**config.mk**
```make
export PLATFORM = sky130hd
export DESIGN_NAME = fifo_to_wmst_tile_flat
export DESIGN_NICKNAME = d
export VERILOG_FILES = /design/src/rtl/fifo_to_wmst_tile_if.sv /design/src/rtl/fifo_to_wmst_tile.sv /design/src/flat_wrapper.sv
export SDC_FILE = /design/constraint.sdc
export NUM_CORES = 1
export LEC_CHECK = 0
export BUFFER_PORTS_ARGS = -buffer_cell sky130_fd_sc_hd__clkbuf_2
export CAP_MARGIN = 20
export CELL_PAD_IN_SITES_DETAIL_PLACEMENT = 0
export CELL_PAD_IN_SITES_GLOBAL_PLACEMENT = 1
export CORE_MARGIN = 2
export CORE_UTILIZATION = 38
export DETAILED_ROUTE_END_ITERATION = 10
export PLACE_DENSITY = 0.75
export SLEW_MARGIN = 10
export SYNTH_ARGS = -nofsm -noshare
export SYNTH_HDL_FRONTEND = slang
export SYNTH_SLANG_ARGS = --single-unit
```
**constraint.sdc**
```tcl
create_clock -name clk -period 3.7 [get_ports clk]
set_input_delay 0.555 -clock clk [delete_from_list [all_inputs] [get_ports clk]]
set_output_delay 0.555 -clock clk [all_outputs]
set_load 0.01 [all_outputs]
```
**src/rtl/fifo_to_wmst_tile_if.sv**
```systemverilog
`default_nettype none
// ============================================================================
// Interface : fifo_to_wmst_tile_if
// Brief     : Store-FIFO read port plus Avalon write-master command/data bus.
// Revision  : 1.0 - initial release
// ============================================================================
interface fifo_to_wmst_tile_if #(
  parameter int DW  = 32,
  parameter int XAW = 32,
  parameter int CW  = 6,
  parameter int XDW = 128
) ();

  logic           store_fifo_pop;
  logic [DW-1:0]  store_fifo_data;
  logic           store_fifo_empty;

  logic           wmst_fixed_location;
  logic [XAW-1:0] wmst_write_base;
  logic [CW-1:0]  wmst_write_length;
  logic           wmst_go;
  logic           wmst_done;
  logic           wmst_user_write_buffer;
  logic [XDW-1:0] wmst_user_buffer_data;
  logic           wmst_user_buffer_full;

  // Tile side: pops the FIFO and drives the write master.
  modport master (
    output store_fifo_pop,
    input  store_fifo_data,
    input  store_fifo_empty,
    output wmst_fixed_location,
    output wmst_write_base,
    output wmst_write_length,
    output wmst_go,
    input  wmst_done,
    output wmst_user_write_buffer,
    output wmst_user_buffer_data,
    input  wmst_user_buffer_full
  );

  // FIFO / write-master side.
  modport slave (
    input  store_fifo_pop,
    output store_fifo_data,
    output store_fifo_empty,
    input  wmst_fixed_location,
    input  wmst_write_base,
    input  wmst_write_length,
    input  wmst_go,
    output wmst_done,
    input  wmst_user_write_buffer,
    input  wmst_user_buffer_data,
    output wmst_user_buffer_full
  );

endinterface

`default_nettype wire

```
**src/rtl/fifo_to_wmst_tile.sv**
```systemverilog
`default_nettype none
// ============================================================================
// Module   : fifo_to_wmst_tile
// Brief    : Drains store-FIFO words, packs them into XDW-bit beats and
//            streams one contiguous region out through an Avalon write master.
// Revision : 1.0 - initial release
// ============================================================================
module fifo_to_wmst_tile #(
  parameter int AW   = 12,
  parameter int CW   = 6,
  parameter int DW   = 32,
  parameter int XAW  = 32,
  parameter int XDW  = 128,
  parameter int WCNT = XDW / DW,
  parameter int BLEN = 8
) (
  input  logic                clk,
  input  logic                rst,
  input  logic                store_start,
  input  logic [XAW-1:0]      param_waddr,
  input  logic [AW-1:0]       param_iolen,
  output logic                store_done,
  fifo_to_wmst_tile_if.master bus
);

  localparam int HW         = $clog2(WCNT + 1);
  localparam int BEAT_BYTES = XDW / 8;

  localparam logic [2:0] S_IDLE   = 3'd0;
  localparam logic [2:0] S_ISSUE  = 3'd1;
  localparam logic [2:0] S_PACK   = 3'd2;
  localparam logic [2:0] S_WAIT   = 3'd3;
  localparam logic [2:0] S_FINISH = 3'd4;

  logic [2:0]     state_q, state_d;
  logic [AW-1:0]  rem_q, rem_d;
  logic [AW-1:0]  bw_q, bw_d;
  logic [AW-1:0]  popped_q, popped_d;
  logic [AW-1:0]  cap_q, cap_d;
  logic [XAW-1:0] addr_q, addr_d;
  logic [XAW-1:0] base_q, base_d;
  logic [CW-1:0]  len_q, len_d;
  logic [HW-1:0]  held_q, held_d;
  logic [XDW-1:0] beat_q, beat_d;
  logic           inflight_q, inflight_d;
  logic           go_q, go_d;
  logic           done_q, done_d;

  logic [AW-1:0]  w_bw;
  logic [AW-1:0]  w_beats;
  logic [AW-1:0]  w_bytes;
  logic [CW-1:0]  w_len;
  logic [XAW-1:0] w_step;
  logic           w_in_pack;
  logic           w_complete;
  logic           w_push;
  logic           w_last;
  logic           w_pop;
  logic [HW-1:0]  w_held_eff;

  // Burst sizing; a partial trailing beat is still written as a full beat.
  assign w_bw    = (rem_q < AW'(BLEN)) ? rem_q : AW'(BLEN);
  assign w_beats = (w_bw + AW'(WCNT - 1)) / AW'(WCNT);
  assign w_bytes = w_beats * AW'(BEAT_BYTES);
  assign w_len   = w_bytes[CW-1:0];
  assign w_step  = XAW'(w_bytes);

  assign w_in_pack  = (state_q == S_PACK);
  assign w_complete = (held_q == HW'(WCNT)) || ((held_q != '0) && (cap_q == bw_q));
  assign w_push     = w_in_pack && w_complete && !bus.wmst_user_buffer_full;
  assign w_last     = w_push && (cap_q == bw_q);
  // A beat leaving this cycle frees all lanes, so refilling can start at once.
  assign w_held_eff = w_push ? '0 : held_q;
  assign w_pop      = w_in_pack && !bus.store_fifo_empty && (popped_q < bw_q) &&
                      (({1'b0, w_held_eff} + {{HW{1'b0}}, inflight_q}) < (HW + 1)'(WCNT));

  always_ff @(posedge clk or negedge rst) begin
    if (!rst) begin
      state_q <= S_IDLE;
    end else begin
      state_q <= state_d;
    end
  end

  always_comb begin
    state_d = state_q;
    case (state_q)
      S_IDLE: begin
        if (store_start) begin
          state_d = (param_iolen == '0) ? S_FINISH : S_ISSUE;
        end
      end
      S_ISSUE: begin
        if (bus.wmst_done) begin
          state_d = S_PACK;
        end
      end
      S_PACK: begin
        if (w_last) begin
          state_d = S_WAIT;
        end
      end
      S_WAIT: begin
        if (bus.wmst_done) begin
          state_d = (rem_q != '0) ? S_ISSUE : S_FINISH;
        end
      end
      S_FINISH: state_d = S_IDLE;
      default:  state_d = S_IDLE;
    endcase
  end

  always_comb begin
    rem_d      = rem_q;
    bw_d       = bw_q;
    popped_d   = popped_q;
    cap_d      = cap_q;
    addr_d     = addr_q;
    base_d     = base_q;
    len_d      = len_q;
    held_d     = held_q;
    beat_d     = beat_q;
    inflight_d = w_pop;
    go_d       = 1'b0;
    done_d     = 1'b0;
    case (state_q)
      S_IDLE: begin
        if (store_start) begin
          rem_d  = param_iolen;
          addr_d = param_waddr;
        end
      end
      S_ISSUE: begin
        if (bus.wmst_done) begin
          go_d     = 1'b1;
          base_d   = addr_q;
          len_d    = w_len;
          bw_d     = w_bw;
          rem_d    = rem_q - w_bw;
          addr_d   = addr_q + w_step;
          popped_d = '0;
          cap_d    = '0;
        end
      end
      S_PACK: begin
        if (w_pop) begin
          popped_d = popped_q + AW'(1);
        end
        if (w_push) begin
          beat_d = '0;
          held_d = '0;
        end
        if (inflight_q) begin
          for (int k = 0; k < WCNT; k++) begin
            if (w_held_eff == HW'(k)) begin
              beat_d[k*DW +: DW] = bus.store_fifo_data;
            end
          end
          held_d = w_held_eff + HW'(1);
          cap_d  = cap_q + AW'(1);
        end
      end
      S_FINISH: done_d = 1'b1;
      default: ;
    endcase
  end

  always_ff @(posedge clk or negedge rst) begin
    if (!rst) begin
      rem_q      <= '0;
      bw_q       <= '0;
      popped_q   <= '0;
      cap_q      <= '0;
      addr_q     <= '0;
      base_q     <= '0;
      len_q      <= '0;
      held_q     <= '0;
      beat_q     <= '0;
      inflight_q <= 1'b0;
      go_q       <= 1'b0;
      done_q     <= 1'b0;
    end else begin
      rem_q      <= rem_d;
      bw_q       <= bw_d;
      popped_q   <= popped_d;
      cap_q      <= cap_d;
      addr_q     <= addr_d;
      base_q     <= base_d;
      len_q      <= len_d;
      held_q     <= held_d;
      beat_q     <= beat_d;
      inflight_q <= inflight_d;
      go_q       <= go_d;
      done_q     <= done_d;
    end
  end

  always_comb begin
    bus.store_fifo_pop         = w_pop;
    bus.wmst_fixed_location    = 1'b0;
    bus.wmst_write_base        = base_q;
    bus.wmst_write_length      = len_q;
    bus.wmst_go                = go_q;
    bus.wmst_user_write_buffer = w_push;
    bus.wmst_user_buffer_data  = beat_q;
    store_done                 = done_q;
  end

endmodule

`default_nettype wire

```
**src/flat_wrapper.sv**
```systemverilog
// flat-port wrapper written by rule: the top's interface ports become plain ports
module fifo_to_wmst_tile_flat 
#(
  parameter int AW   = 12,
  parameter int CW   = 6,
  parameter int DW   = 32,
  parameter int XAW  = 32,
  parameter int XDW  = 128,
  parameter int WCNT = XDW / DW,
  parameter int BLEN = 8
)
  (clk, rst, store_start, param_waddr, param_iolen, store_done, bus_store_fifo_pop, bus_store_fifo_data, bus_store_fifo_empty, bus_wmst_fixed_location, bus_wmst_write_base, bus_wmst_write_length, bus_wmst_go, bus_wmst_done, bus_wmst_user_write_buffer, bus_wmst_user_buffer_data, bus_wmst_user_buffer_full);
  fifo_to_wmst_tile_if #(.DW(DW), .XAW(XAW), .CW(CW), .XDW(XDW)) bus_i ();
  input  logic clk;
  input  logic rst;
  input  logic store_start;
  input  logic [XAW-1:0] param_waddr;
  input  logic [AW-1:0] param_iolen;
  output logic store_done;
  output wire logic [$bits(bus_i.store_fifo_pop)-1:0] bus_store_fifo_pop;
  input wire logic [$bits(bus_i.store_fifo_data)-1:0] bus_store_fifo_data;
  input wire logic [$bits(bus_i.store_fifo_empty)-1:0] bus_store_fifo_empty;
  output wire logic [$bits(bus_i.wmst_fixed_location)-1:0] bus_wmst_fixed_location;
  output wire logic [$bits(bus_i.wmst_write_base)-1:0] bus_wmst_write_base;
  output wire logic [$bits(bus_i.wmst_write_length)-1:0] bus_wmst_write_length;
  output wire logic [$bits(bus_i.wmst_go)-1:0] bus_wmst_go;
  input wire logic [$bits(bus_i.wmst_done)-1:0] bus_wmst_done;
  output wire logic [$bits(bus_i.wmst_user_write_buffer)-1:0] bus_wmst_user_write_buffer;
  output wire logic [$bits(bus_i.wmst_user_buffer_data)-1:0] bus_wmst_user_buffer_data;
  input wire logic [$bits(bus_i.wmst_user_buffer_full)-1:0] bus_wmst_user_buffer_full;
  assign bus_store_fifo_pop = bus_i.store_fifo_pop;
  assign bus_i.store_fifo_data = bus_store_fifo_data;
  assign bus_i.store_fifo_empty = bus_store_fifo_empty;
  assign bus_wmst_fixed_location = bus_i.wmst_fixed_location;
  assign bus_wmst_write_base = bus_i.wmst_write_base;
  assign bus_wmst_write_length = bus_i.wmst_write_length;
  assign bus_wmst_go = bus_i.wmst_go;
  assign bus_i.wmst_done = bus_wmst_done;
  assign bus_wmst_user_write_buffer = bus_i.wmst_user_write_buffer;
  assign bus_wmst_user_buffer_data = bus_i.wmst_user_buffer_data;
  assign bus_i.wmst_user_buffer_full = bus_wmst_user_buffer_full;
  fifo_to_wmst_tile #(.AW(AW), .CW(CW), .DW(DW), .XAW(XAW), .XDW(XDW), .WCNT(WCNT), .BLEN(BLEN)) u_core (.clk(clk), .rst(rst), .store_start(store_start), .param_waddr(param_waddr), .param_iolen(param_iolen), .store_done(store_done), .bus(bus_i));
endmodule
```
* Word level (Yosys, flattened, before mapping) *
Cells that the tools add are included.

storage, ports and cells
  bits in registers = 251
  bits of input ports = 82
  output and inout port bits = 171
  logic and storage cells = 90

cells by class
  add/subtract/negate cells = 7
  order comparisons = 3
  equality and inequality tests = 15
  mux-type cells = 30
  reduce and logical (&&, ||, !) cells = 22

operators by type and width
  cell                                                                           count
  128-bit two-way mux                                                            2
  32-bit two-way mux                                                             6
  12-bit two-way mux                                                             6
  12-bit case mux with 2 select lines                                            3
  32-bit case mux with 2 select lines                                            1
  32-bit by 12-bit adder with 32-bit output                                      1
  12-bit by 1-bit adder with 12-bit output, second input constant                2
  3-bit two-way mux                                                              8
  12-bit == test                                                                 1
  3-bit by 2-bit == test with 1-bit output, second input constant                4
  12-bit logical NOT                                                             1
  12-bit less-than comparator                                                    1
  12-bit by 4-bit less-than comparator with 1-bit output, second input constant  1
  3-bit case mux with 4 select lines                                             1
  12-bit nonzero test                                                            1
  12-bit subtractor                                                              1
  10-bit by 2-bit adder with 10-bit output, second input constant                1
  3-bit AND reduction                                                            3
  2-bit inequality test, second input constant                                   4
  1-bit logical AND                                                              7
  3-bit by 1-bit == test with 1-bit output, second input constant                2
  3-bit == test, second input constant                                           2
  3-bit logical NOT                                                              2
  3-bit by 1-bit adder with 4-bit output                                         1
  10 further kinds                                                               15

* Depth between registers and ports, before layout *
  depth in word-level cells = 11
  gate-level depth with buffers = 13
  gate-level depth less buffers = 12

* Worst setup path before layout *
Ideal clock, no wire load.

  kind = register -> register
  start point = register u_core.rem_q[4]
  end point = register u_core.addr_q[29]
  setup time = 0.138 ns
  data arrival time = 3.457 ns
  required time = 3.562 ns
  path slack = 0.105 ns
  cell stages (with the launch flop) = 14
  buffers on the path = 2
  clock period less this slack = 3.595 ns
  path through = dfrtp_1 -> or3_1 -> or3_1 -> nor3_1 -> nand2_1 -> ha_1 -> a211oi_1 -> o211ai_1 -> and2_1 -> clkbuf_1 -> and2_1 -> clkbuf_1 -> a211oi_1 -> a311oi_1

between the ends
  word-level cells in the longest chain between the ends = 6

RTL lines
  element                                                 line                      text
  start: declaration                                      fifo_to_wmst_tile.sv:36   logic [AW-1:0] rem_q, rem_d;
  start signal: assignment                                fifo_to_wmst_tile.sv:183  rem_q <= rem_d;
  12-bit by 4-bit less-than comparator with 1-bit output  fifo_to_wmst_tile.sv:62   assign w_bw = (rem_q < AW'(BLEN)) ? rem_q : AW'(BLEN);
  12-bit two-way mux                                      fifo_to_wmst_tile.sv:62
  10-bit by 2-bit adder with 10-bit output                fifo_to_wmst_tile.sv:63   assign w_beats = (w_bw + AW'(WCNT - 1)) / AW'(WCNT);
  via u_core.w_beats[1]                                   fifo_to_wmst_tile.sv:50   logic [AW-1:0] w_beats;
  32-bit by 12-bit adder with 32-bit output               fifo_to_wmst_tile.sv:140  addr_d = addr_q + w_step;
  32-bit two-way mux                                      fifo_to_wmst_tile.sv:134  if (bus.wmst_done) begin
  32-bit case mux with 2 select lines                     fifo_to_wmst_tile.sv:126  case (state_q)
  end signal: assignment                                  fifo_to_wmst_tile.sv:187  addr_q <= addr_d;
  end: declaration                                        fifo_to_wmst_tile.sv:40   logic [XAW-1:0] addr_q, addr_d;

The timed path passes the listed nets, and every way through them passes these cells. The select of a mux whose other input is x is not followed.
A chain may end at the register's enable or synchronous reset.

* Final worst setup path *
  start point = register u_core.state_q[2]
  end point = output bus_store_fifo_pop

between the ends
  word-level cells in the longest chain between the ends = 7
  elaborated cells between the ends (all ways) = 9
  classes of those cells = 1 x add/sub; 1 x order compare; 1 x eq/ne; 1 x mux; 5 x reduce/logical

RTL lines
  element                                                line                     text
  start: declaration                                     fifo_to_wmst_tile.sv:35  logic [2:0] state_q, state_d;
  start signal: assignment                               fifo_to_wmst_tile.sv:81  state_q <= state_d;
  3-bit by 2-bit == test with 1-bit output (*)           fifo_to_wmst_tile.sv:68  assign w_in_pack = (state_q == S_PACK);
  1-bit logical AND (2 in a row)                         fifo_to_wmst_tile.sv:70  assign w_push = w_in_pack && w_complete && !bus.wmst_user_buffer_full;
  3-bit two-way mux                                      fifo_to_wmst_tile.sv:73  assign w_held_eff = w_push ? '0 : held_q;
  3-bit by 1-bit adder with 4-bit output                 fifo_to_wmst_tile.sv:75  (({1'b0, w_held_eff} + {{HW{1'b0}}, inflight_q}) < (HW + 1)'(WCNT));
  4-bit by 3-bit less-than comparator with 1-bit output  fifo_to_wmst_tile.sv:75
  1-bit logical AND (*)                                  fifo_to_wmst_tile.sv:74  assign w_pop = w_in_pack && !bus.store_fifo_empty && (popped_q < bw_q) &&
  end: declaration                                       flat_wrapper.sv:20       output wire logic [$bits(bus_i.store_fifo_pop)-1:0] bus_store_fifo_pop;

Every way passes the cells marked *; elsewhere a longest branch is shown, timed or not.

==> impl_metrics.yaml <==
status:
  status: "finished clean"
timing:
  period_share_pct: 96.3
  tightestPinTransition_ns: 0.786
  drv_slew: 0
  setup_slack_ns: 0.139
  skew_ns: 0.0106
  timing.slew.headroom_pct: 47.6
  hold_violations: 0
  finalSetupTns_ns: 0
  rsz0062_at_grt: "true"
  fin_hold_ws_ns: 0.0505
  min_period_ns: 3.56
  clock.fmax_ghz: 0.281
  setup_violations: 0
clocking:
  path_clk_slew_ns: 0.06
  cts-buffers-inserted: 29
  clockBufferDepth: 3
  cts_tree: "done"
  root_buffer: "clkbuf_16"
  clock-sinks: 251
  h-tree-depth: 1
  clkLatencyLatePin_ns: 0.54
critical_path:
  critPathBufInv: 2
  r2r_start: "u_core.rem_q[6]"
  worstReg2RegEnd: "u_core.addr_q[26]"
  critPathMaxFanout: 10
  cp.required_ns: 3.14
  worstSetupEndpointType: "primary output"
  critPathArrivalTime_ns: 3.01
  crit_type: "flop to primary output"
  cpMostUsedCell: "nand2_1"
  startpoint_type: "flop"
  worst_path_max_delay_cell: "dfrtp_2"
  max_stage_delay_ns: 0.47
  ff2ff_setup_slack_ns: 0.34
  worst_r2r_path_depth: 13
  cp_cell_sequence: "or3b_4, nor4_4, nand4_2, nand2_2, inv_1, ha_1, nand2_1, nand2_1, and2_4, nor3_2, buf_2"
  path_delay_family: "simple AND/OR/NAND/NOR gates"
die:
  die_w_um: 178
  die_y_um: 178
  dieArea_mm2: 0.0315
  start_util_pct: 38.6
  rows: 63
  coreArea_mm2: 0.0296
  io_pins: 253
placed_design:
  hpwl_um: 22300
  port_buffers: 247
  gp_congestion: 0.814
  post-place-ws_ns: 0.249
  placed_cells: 1695
synth:
  synth_ff_type: "dfrtp_1"
  syn_inst: 1088
  ys_types: 67
  synth_common_cells: "dfrtp_1 (251), nand2_1 (183), a22o_1 (131)"
  ys_ff_latch: 251
  synth_edf_count: 0
  syn-cell-area_mm2: 0.0115
  ys_seq_area_share_pct: 54.8
  avgSynthCellArea_um2: 10.5
  synth_top_area_cell: "dfrtp_1"
  synth_top_area_share_pct: 54.8
  synth.top_cells.by_area: "dfrtp_1 (55%), a22o_1 (10%), nand2_1 (6.0%), ha_1 (3.1%), nor2_1 (2.2%)"
  yosysMostFrequentCell: "dfrtp_1"
  ys_warn_count: 0
  async_flop_share_pct: 100
drt:
  first_pass_iters: 5
  final_antenna_net_count: 0
  drc: 0
  drt_iter0_drc: 659
  viasPerCell: 5.42
  wl_per_cell_um: 18.6
  wl_um: 32600
  dr_total_vias: 9494
global_routing:
  grt_max_degree: 102
  grt_overflow: 0
  gr-usage-all-layers_pct: 20.4
  grt_pass1_vias: 9287
  grt_pass1_wl_um: 51700
  antenna_found_initial: 3
cells_and_area:
  nNetsFinal: 1450
  drive_above_1_share_pct: 26.0
  fin_cells: 1751
  syn_to_final_growth_pct: 24.5
power_and_ir_drop:
  p_int_mw: 6.60
  p_switching_mw: 3.22
  p_leak_nw: 7.20
  combPwrFrac_pct: 29.9
  pwr-share-clk_pct: 29.2
  pwr-share-seq_pct: 40.9
  peakVddDrop_v: 0.000323
  netSwitchingFraction_pct: 32.8
  power_density_mw_per_mm2: 689
job:
  maxCapViolCount: 0
hold_path:
  hp-class: "input port to asynchronous set/reset pin"
what timing repair did:
| item | CTS | global route |
|---|---|---|
| gates resized for setup | 2 | 3 |
| endpoints found under the setup margin | 1 | 4 |
| buffers inserted | 1 | 2 |
| hold buffers | 0 | 0 |
| pin swaps | 1 | 3 |
cell usage in the layout, fill, tap and decap left out, types with 8 or more instances in the layout:
cell type,netlist,routed
and3_1,15,15
ha_1,28,28
inv_1,24,23
clkbuf_2,0,245
nand4_1,14,14
nor4_1,11,11
buf_4,16,30
xor2_1,20,20
o22a_1,10,10
xnor2_1,8,8
a21oi_1,45,45
conb_1,2,12
nor3_1,15,13
dfrtp_1,251,249
clkbuf_1,51,9
or3_1,11,11
nand2_1,183,182
clkbuf_16,0,29
mux2i_1,8,8
nand2b_1,9,9
nor2_1,68,68
nand3_1,25,25
a22o_1,131,131
o21ai_0,29,29
o22ai_1,10,10
flip-flops by register name, summed over array words and instances, names as in the netlist, 2 cells and up:
signal	count
u_core.rem_q	12
u_core.popped_q	12
u_core.addr_q	32
u_core.bw_q	12
u_core.bus.wmst_write_base	32
u_core.state_q	3
u_core.bus.wmst_user_buffer_data	128
u_core.bus.wmst_write_length	2
u_core.cap_q	12
u_core.held_q	3
worst max-delay path by stage:
stage,from,endpoint,slack (ns),cells past startpoint
CTS,u_core.state_q[1],bus_store_fifo_pop,0.02,11
global placement,u_core.rem_q[6],u_core.addr_q[25],0.30,11
floorplan,u_core.rem_q[4],u_core.addr_q[29],0.10,13
detailed placement,u_core.rem_q[6],u_core.addr_q[25],0.25,11
finish,u_core.state_q[2],bus_store_fifo_pop,0.14,11
global route,u_core.state_q[2],bus_store_fifo_pop,-0.02,11
metrics by stage:
| stage | power [mW] | util [%] | instance area [um2] |
|---|---|---|---|
| after floorplan | 5.65 | - | 11500 |
| after global placement | 6.94 | 44.8 | 13300 |
| after detailed placement | 7.00 | 44.8 | 13300 |
| after CTS | 9.92 | 48.0 | 14200 |
| after global routing | 10.4 | 48.1 | 14300 |
| final | 9.82 | 48.1 | 14300 |
worst reg2reg max path, cell delays in order, from the launching register on:
cell and delay, ns:
dfrtp_1 0.38, or3_1 0.44, or3_1 0.40, nor3_1 0.20, nand2_1 0.14, fa_1 0.45
a21o_1 0.17, a21oi_1 0.17, o21ai_0 0.10, buf_4 0.17, and2_0 0.19, buf_4 0.18
a311oi_1 0.20, a21oi_1 0.06
final cells by class:
type / count / area (um2)
flip-flops and latches: 251 / 6280
well taps: 390 / 488
clock inverters: 11 / 161
clock buffers: 40 / 787
multi-input cells: 750 / 4850
repair buffers: 283 / 1590
inverters: 24 / 90.1
diodes: 2 / 5.00
fillers: 2798 / 15400
layer usage:
metal  share of wire, %  up-vias  GRT usage (%)
met5              0.040        -              0
met4                1.7        2           4.44
met3                6.9       40           4.13
met2                 46      335           33.1
met1                 45     4676           28.3
li1                   -     4441              -
power groups by stage:
stage	registers (mW)	clock network, mW	logic [mW]
4_1_cts	4.01	2.94	2.97
6_report	4.01	2.87	2.94
3_3_place_gp	4.03	0	2.91
2_1_floorplan	4.27	0	1.38
5_1_grt	4.11	3.07	3.22
3_5_place_dp	4.05	0	2.95
logic make-up (layout without fill, tap and decap cells):
kind of cell | after synthesis | after routing | synth area share (%)
and+or+nand+nor | 386 | 386 | 16.1
AOI/OAI and AO/OA | 285 | 285 | 18.9
DFF | 251 | 251 | 54.8
buffers and inverters | 97 | 358 | 3.85
adders and majority gates | 29 | 29 | 3.23
xor gates and xnor gates | 28 | 28 | 2.14
muxes | 10 | 10 | 0.896
other | 2 | 14 | 0.0656
No activity file was read; power rests on OpenSTA's default activity.
